### src/rtl/covuniq_pkg.sv
// Shared sizing and state encoding for the unique-tuple coverage monitor.
// The coverage bitmap is kept as 32 words of 8 bits each.
package covuniq_pkg;
    localparam int CMD_W_DEF  = 2;
    localparam int ADR_W_DEF  = 3;
    localparam int DATA_W_DEF = 3;
    localparam int NUM_WORDS  = 32;
    localparam int WORD_W     = 8;
    localparam int WADR_W     = 5;
    localparam int BIT_W      = 3;
    localparam int NUM_BINS   = 192;

    typedef enum logic {
        ST_CLEAR   = 1'b0,
        ST_COLLECT = 1'b1
    } state_t;
endpackage

### src/rtl/uniq_cov_mon_if.sv
// Sampling bus between the observed master and the coverage monitor.
// The master modport drives the tuple and controls; the slave modport is the monitor.
interface uniq_cov_mon_if #(
    parameter int CMD_W  = 2,
    parameter int ADR_W  = 3,
    parameter int DATA_W = 3
);
    logic              en;
    logic              clr;
    logic [CMD_W-1:0]  cmd;
    logic [ADR_W-1:0]  adr;
    logic [DATA_W-1:0] data;
    logic              new_hit;
    logic [7:0]        uniq_cnt;
    logic [15:0]       hit_cnt;
    logic              all_covered;
    logic              busy;

    modport master (
        output en, clr, cmd, adr, data,
        input  new_hit, uniq_cnt, hit_cnt, all_covered, busy
    );

    modport slave (
        input  en, clr, cmd, adr, data,
        output new_hit, uniq_cnt, hit_cnt, all_covered, busy
    );
endinterface

### src/rtl/uniq_bitmap.sv
// 32x8 coverage bitmap: one synchronous read port (old data on collision) and
// one write port whose word can be forced to zero for the clear sweep.
module uniq_bitmap
    import covuniq_pkg::*;
(
    input  logic              clk,
    input  logic              we,
    input  logic              wclr,
    input  logic [WADR_W-1:0] waddr,
    input  logic [WORD_W-1:0] wdata,
    input  logic [WADR_W-1:0] raddr,
    output logic [WORD_W-1:0] rdata
);
    logic [WORD_W-1:0] mem [NUM_WORDS];

    always_ff @(posedge clk) begin
        if (we) begin
            mem[waddr] <= wclr ? '0 : wdata;
        end
        rdata <= mem[raddr];
    end
endmodule

### src/rtl/uniq_cov_mon.sv
// Unique-tuple coverage monitor: records {cmd,adr,data} tuples in a bitmap,
// counts distinct and total accepted tuples, and reports full coverage.
module uniq_cov_mon
    import covuniq_pkg::*;
#(
    parameter int CMD_W  = CMD_W_DEF,
    parameter int ADR_W  = ADR_W_DEF,
    parameter int DATA_W = DATA_W_DEF
) (
    input  logic          clk,
    input  logic          rst_n,
    uniq_cov_mon_if.slave bus
);
    localparam int IW = CMD_W + ADR_W + DATA_W;

    state_t            state_q, state_d;
    logic [WADR_W-1:0] sweep_q, sweep_d;
    logic              acc;
    logic [IW-1:0]     idx_in;

    logic              vld_p0;
    logic [IW-1:0]     idx_p0;
    logic [WORD_W-1:0] rd_word_p0;

    logic              fwd_vld_p1;
    logic [WADR_W-1:0] fwd_adr_p1;
    logic [WORD_W-1:0] fwd_dat_p1;

    logic              proc;
    logic              bit_set;
    logic [WORD_W-1:0] cur_word, upd_word;
    logic              we, wclr;
    logic [WADR_W-1:0] waddr;

    logic              new_hit_q;
    logic [7:0]        uniq_q;
    logic [15:0]       hit_q;

    function automatic logic [15:0] sat_inc16(input logic [15:0] v);
        return (v == 16'hFFFF) ? v : v + 16'd1;
    endfunction

    assign idx_in = {bus.cmd, bus.adr, bus.data};
    assign acc    = (state_q == ST_COLLECT) && bus.en && (bus.cmd != '0);

    always_comb begin
        state_d = state_q;
        sweep_d = sweep_q;
        if (bus.clr) begin
            state_d = ST_CLEAR;
            sweep_d = '0;
        end else begin
            case (state_q)
                ST_CLEAR: begin
                    sweep_d = sweep_q + 1'b1;
                    if (sweep_q == WADR_W'(NUM_WORDS - 1)) begin
                        state_d = ST_COLLECT;
                    end
                end
                default: state_d = ST_COLLECT;
            endcase
        end
    end

    // Stage p0 -> p1: resolve the hit against the bitmap, forwarding the
    // previous cycle's write because the synchronous read returned old data.
    assign proc     = vld_p0 && !bus.clr;
    assign cur_word = (fwd_vld_p1 && (fwd_adr_p1 == idx_p0[IW-1 -: WADR_W]))
                      ? fwd_dat_p1 : rd_word_p0;
    assign bit_set  = cur_word[idx_p0[BIT_W-1:0]];
    assign upd_word = cur_word | (WORD_W'(1) << idx_p0[BIT_W-1:0]);

    assign wclr  = (state_q == ST_CLEAR);
    assign we    = wclr || proc;
    assign waddr = wclr ? sweep_q : idx_p0[IW-1 -: WADR_W];

    uniq_bitmap u_bitmap (
        .clk   (clk),
        .we    (we),
        .wclr  (wclr),
        .waddr (waddr),
        .wdata (upd_word),
        .raddr (idx_in[IW-1 -: WADR_W]),
        .rdata (rd_word_p0)
    );

    always_ff @(posedge clk) begin
        if (!rst_n) begin
            state_q    <= ST_CLEAR;
            sweep_q    <= '0;
            vld_p0     <= 1'b0;
            fwd_vld_p1 <= 1'b0;
            new_hit_q  <= 1'b0;
            uniq_q     <= '0;
            hit_q      <= '0;
        end else begin
            state_q    <= state_d;
            sweep_q    <= sweep_d;
            vld_p0     <= acc && !bus.clr;
            fwd_vld_p1 <= proc;
            new_hit_q  <= proc && !bit_set;
            if (bus.clr) begin
                uniq_q <= '0;
                hit_q  <= '0;
            end else if (proc) begin
                uniq_q <= uniq_q + {7'd0, ~bit_set};
                hit_q  <= sat_inc16(hit_q);
            end
        end
    end

    always_ff @(posedge clk) begin
        idx_p0     <= idx_in;
        fwd_adr_p1 <= waddr;
        fwd_dat_p1 <= upd_word;
    end

    assign bus.new_hit     = new_hit_q;
    assign bus.uniq_cnt    = uniq_q;
    assign bus.hit_cnt     = hit_q;
    assign bus.all_covered = (uniq_q == 8'(NUM_BINS));
    assign bus.busy        = (state_q == ST_CLEAR);
endmodule

### src/flat_wrapper.sv
// flat-port wrapper written by rule: the top's interface ports become plain ports
module uniq_cov_mon_flat import covuniq_pkg::*;
#(
    parameter int CMD_W  = CMD_W_DEF,
    parameter int ADR_W  = ADR_W_DEF,
    parameter int DATA_W = DATA_W_DEF
)
  (clk, rst_n, bus_en, bus_clr, bus_cmd, bus_adr, bus_data, bus_new_hit, bus_uniq_cnt, bus_hit_cnt, bus_all_covered, bus_busy);
  uniq_cov_mon_if #(.CMD_W(CMD_W), .ADR_W(ADR_W), .DATA_W(DATA_W)) bus_i ();
  input  logic clk;
  input  logic rst_n;
  input wire logic [$bits(bus_i.en)-1:0] bus_en;
  input wire logic [$bits(bus_i.clr)-1:0] bus_clr;
  input wire logic [$bits(bus_i.cmd)-1:0] bus_cmd;
  input wire logic [$bits(bus_i.adr)-1:0] bus_adr;
  input wire logic [$bits(bus_i.data)-1:0] bus_data;
  output wire logic [$bits(bus_i.new_hit)-1:0] bus_new_hit;
  output wire logic [$bits(bus_i.uniq_cnt)-1:0] bus_uniq_cnt;
  output wire logic [$bits(bus_i.hit_cnt)-1:0] bus_hit_cnt;
  output wire logic [$bits(bus_i.all_covered)-1:0] bus_all_covered;
  output wire logic [$bits(bus_i.busy)-1:0] bus_busy;
  assign bus_i.en = bus_en;
  assign bus_i.clr = bus_clr;
  assign bus_i.cmd = bus_cmd;
  assign bus_i.adr = bus_adr;
  assign bus_i.data = bus_data;
  assign bus_new_hit = bus_i.new_hit;
  assign bus_uniq_cnt = bus_i.uniq_cnt;
  assign bus_hit_cnt = bus_i.hit_cnt;
  assign bus_all_covered = bus_i.all_covered;
  assign bus_busy = bus_i.busy;
  uniq_cov_mon #(.CMD_W(CMD_W), .ADR_W(ADR_W), .DATA_W(DATA_W)) u_core (.clk(clk), .rst_n(rst_n), .bus(bus_i));
endmodule
### config.mk
export PLATFORM = sky130hd
export DESIGN_NAME = uniq_cov_mon_flat
export DESIGN_NICKNAME = d
export VERILOG_FILES = /design/src/rtl/covuniq_pkg.sv /design/src/rtl/uniq_cov_mon_if.sv /design/src/rtl/uniq_bitmap.sv /design/src/rtl/uniq_cov_mon.sv /design/src/flat_wrapper.sv
export SDC_FILE = /design/constraint.sdc
export NUM_CORES = 1
export LEC_CHECK = 0
export ABC_AREA = 1
export CELL_PAD_IN_SITES_DETAIL_PLACEMENT = 0
export CELL_PAD_IN_SITES_GLOBAL_PLACEMENT = 1
export CORE_MARGIN = 3
export CORE_UTILIZATION = 45
export DETAILED_ROUTE_END_ITERATION = 8
export PLACE_DENSITY = 0.82
export SYNTH_ARGS = -nofsm -noshare
export SYNTH_HDL_FRONTEND = slang
export SYNTH_SLANG_ARGS = --single-unit
### constraint.sdc
create_clock -name clk -period 2.6 [get_ports clk]
set_input_delay 0.26 -clock clk [delete_from_list [all_inputs] [get_ports clk]]
set_output_delay 0.26 -clock clk [all_outputs]
set_load 0.005 [all_outputs]
==> impl_metrics.json <==
{
  "dr.first_iter.drc_count": 910,
  "coreArea_um2": 27930,
  "cts.sinks": 318,
  "synthCells": 1101,
  "io_buffer_count": 38,
  "cts-root-buf": "clkbuf_16",
  "fin_area_um2": 14960,
  "grt_max_degree": 132,
  "maxCapViolCount": 0,
  "synth_most_common_cell": "edfxtp_1",
  "worst_skew_pair.late_latency_ns": 0.51,
  "grt_pass1_vias": 8422,
  "final_nets": 1190,
  "min_period_over_period": 0.9294,
  "h-tree-depth": 2,
  "p_per_area_nw_per_um2": 718.1,
  "dieArea_um2": 30540,
  "num_io_pins": 39,
  "skew_ns": 0.01686,
  "crit_type": "flip-flop to flip-flop",
  "wl_mm": 30.70,
  "setup_tns_ns": 0,
  "start_kind": "flip-flop",
  "async_reset_ff_frac": 0,
  "track_usage": 0.1994,
  "end_kind": "flip-flop",
  "rows": 61,
  "syn_area_um2": 12820,
  "synth-main-ff-cell": "edfxtp_1",
  "period_needed_ns": 2.416,
  "setup_viol": 0,
  "hp-class": "input port to flip-flop",
  "yosysSeqAreaShare": 0.6966,
  "hold_ws_ns": 0.2044,
  "globalplace.congestion": 0.8315,
  "grt_antenna_before_repair": 2,
  "synth_area_leaders": "edfxtp_1 (60%), dfxtp_1 (9.7%), nor2_1 (5.8%), o21ai_0 (5.6%), o221ai_1 (3.1%)",
  "status": "finished clean",
  "dpl_cell_area_um2": 13760,
  "dr_total_vias": 8663,
  "multiInputGateArea_um2": 3347,
  "clk_path_buf_depth": 3,
  "seqCellArea_um2": 8932,
  "ys.warnings.count": 0,
  "ant_nets": 0,
  "dp_hpwl_mm": 18.44,
  "cts_tree": "yes",
  "final_layout_size_suffix_gt1_frac": 0.1177,
  "dr.pass1.iters": 5,
  "leakage_uw": 0.004833,
  "grt_overflow_total": 0,
  "hold_viol": 0,
  "syn_avg_cell_area_um2": 11.64,
  "grt_pass1_wl_mm": 47.80,
  "fmax_mhz": 413.8,
  "ys_types": 39,
  "die_y_um": 174.8,
  "synth_edf_count": 256,
  "area_growth_pct": 16.75,
  "slew_headroom": 0.2993,
  "synth_top_area_cell": "edfxtp_1",
  "initial_utilization": 0.4588,
  "worst_pin_slew_ns": 1.050,
  "worstPathArrival_ns": 2.81,
  "drv_slew": 0,
  "wl_per_cell_um": 19.47,
  "cp.required_ns": 2.99,
  "viasPerCell": 5.493,
  "rsz0062_at_grt": "yes",
  "post-route-drc-count": 0,
  "synthTopCellsByCount": "edfxtp_1 (256), nor2_1 (197), o21ai_0 (143)",
  "fillers": 2408,
  "clk_pin_slew_worst_paths_ns": 0.06,
  "ir_worst_vdd_uv": 407.2,
  "synth_nets": 1118,
  "fp.dieW_um": 174.8,
  "ys_seq_elements": 318,
  "cts_buffers": 34,
  "crit_fanout": 5,
  "synth.top_cell.area_share": 0.5998
}
-- sequential cells by signal, indices dropped and copies added, names as in the netlist --
name	flops
u_core.bus.hit_cnt	16
u_core.bus.new_hit	1
u_core.bus.uniq_cnt	8
u_core.fwd_adr_p1	5
u_core.fwd_dat_p1	8
u_core.fwd_vld_p1	1
u_core.idx_p0	8
u_core.state_q	1
u_core.sweep_q	5
u_core.u_bitmap.mem	256
u_core.u_bitmap.rdata	8
u_core.vld_p0	1
-- routing by layer --
metal	GRT usage	share of wire
met1	0.2743	0.44
met2	0.3258	0.47
met3	0.03064	0.057
met4	0.06882	0.033
met5	0	0.00039
-- critical path: stages (launching register included) --
cell and delay (ns):
dfxtp_1 0.36, inv_1 0.05, nand2_1 0.05, nand2_1 0.08
nor2_4 0.23, nand3_4 0.17, nand2_2 0.10, nand3_1 0.07
nand2_1 0.08, nor2_1 0.04, nand2_1 0.06, nand2_2 0.07
inv_2 0.06, ha_1 0.15, nand2_2 0.07, nor2_4 0.15
nand2_4 0.08, nor2_4 0.09, nand4_1 0.11, xor2_1 0.18
nor2_1 0.05
-- timing repair --
item / CTS / global route
gates resized for setup: 0 / 21
endpoints found under the setup margin: 0 / 4
hold buffers: 0 / 0
setup buffers: 0 / 3
-- worst paths after layout --
| path | startpoint | end | slack (ns) | cells past startpoint |
|---|---|---|---|---|
| setup / recovery | u_core.fwd_adr_p1[3] | u_core.bus.uniq_cnt[7] | 0.18 | 20 |
| hold / removal | bus_data[0] | u_core.idx_p0[0] | 0.20 | 1 |
| setup reg to reg | u_core.fwd_adr_p1[3] | u_core.bus.uniq_cnt[7] | 0.18 | 20 |
| hold reg to reg | u_core.vld_p0 | u_core.fwd_vld_p1 | 0.48 | 2 |
-- stage by stage --
step / cells / worst slack [ns] / total power (uW) / utilization
floorplan: 1101 / 0.4541 / 5917 / -
global placement: 1511 / 0.2363 / 6080 / 0.4927
detailed placement: 1511 / 0.1846 / 6085 / 0.4927
CTS: 1572 / 0.1761 / 10800 / 0.5320
global route: 1577 / -0.1140 / 11060 / 0.5357
finish: 1577 / 0.1837 / 10750 / 0.5357
-- report_power, final --
group          total (uW)  internal (uW)  switching [uW]
combinational         481            154             328
sequential           5510           5480            28.5
clock                4750           2840            1920
-- cells in the final DEF, fill, tap and decap left out, types with 3 or more instances in the layout --
cell	count
o21a_1	3
o211ai_1	14
edfxtp_1	256
nand2_2	9
clkdlybuf4s50_1	36
dfxtp_1	59
nand3_1	47
o21ai_1	14
clkbuf_1	8
inv_2	3
o22ai_1	13
buf_4	51
clkinv_2	6
ha_1	5
nor2_4	5
a21oi_1	24
o221ai_1	46
clkinvlp_4	5
buf_12	4
clkbuf_16	35
nand2_1	93
xor2_1	4
nand4_1	10
clkinv_1	5
inv_1	64
bufinv_16	3
nor2_2	4
o21ai_0	143
dfxtp_2	3
nor2_1	194
nor3_1	10
-- layout make-up --
type,instances,share of cell area
multi-input combinational,655,0.2237
clock inverter,16,0.01095
tap,378,0.03161
clock buffer,45,0.06237
inverter,72,0.01898
timing repair buffer,92,0.05535
sequential,318,0.5969
antenna,1,0.0001672
-- cells by family after synthesis --
family | count (synthesis) | share of synthesized area
fa+ha+maj | 5 | 0.004881
flops | 318 | 0.6966
simple gates | 384 | 0.1277
compound gates | 261 | 0.1209
xor+xnor | 4 | 0.002733
buf+inv | 129 | 0.04715
Note: power is estimated with default switching activity, not from simulation.
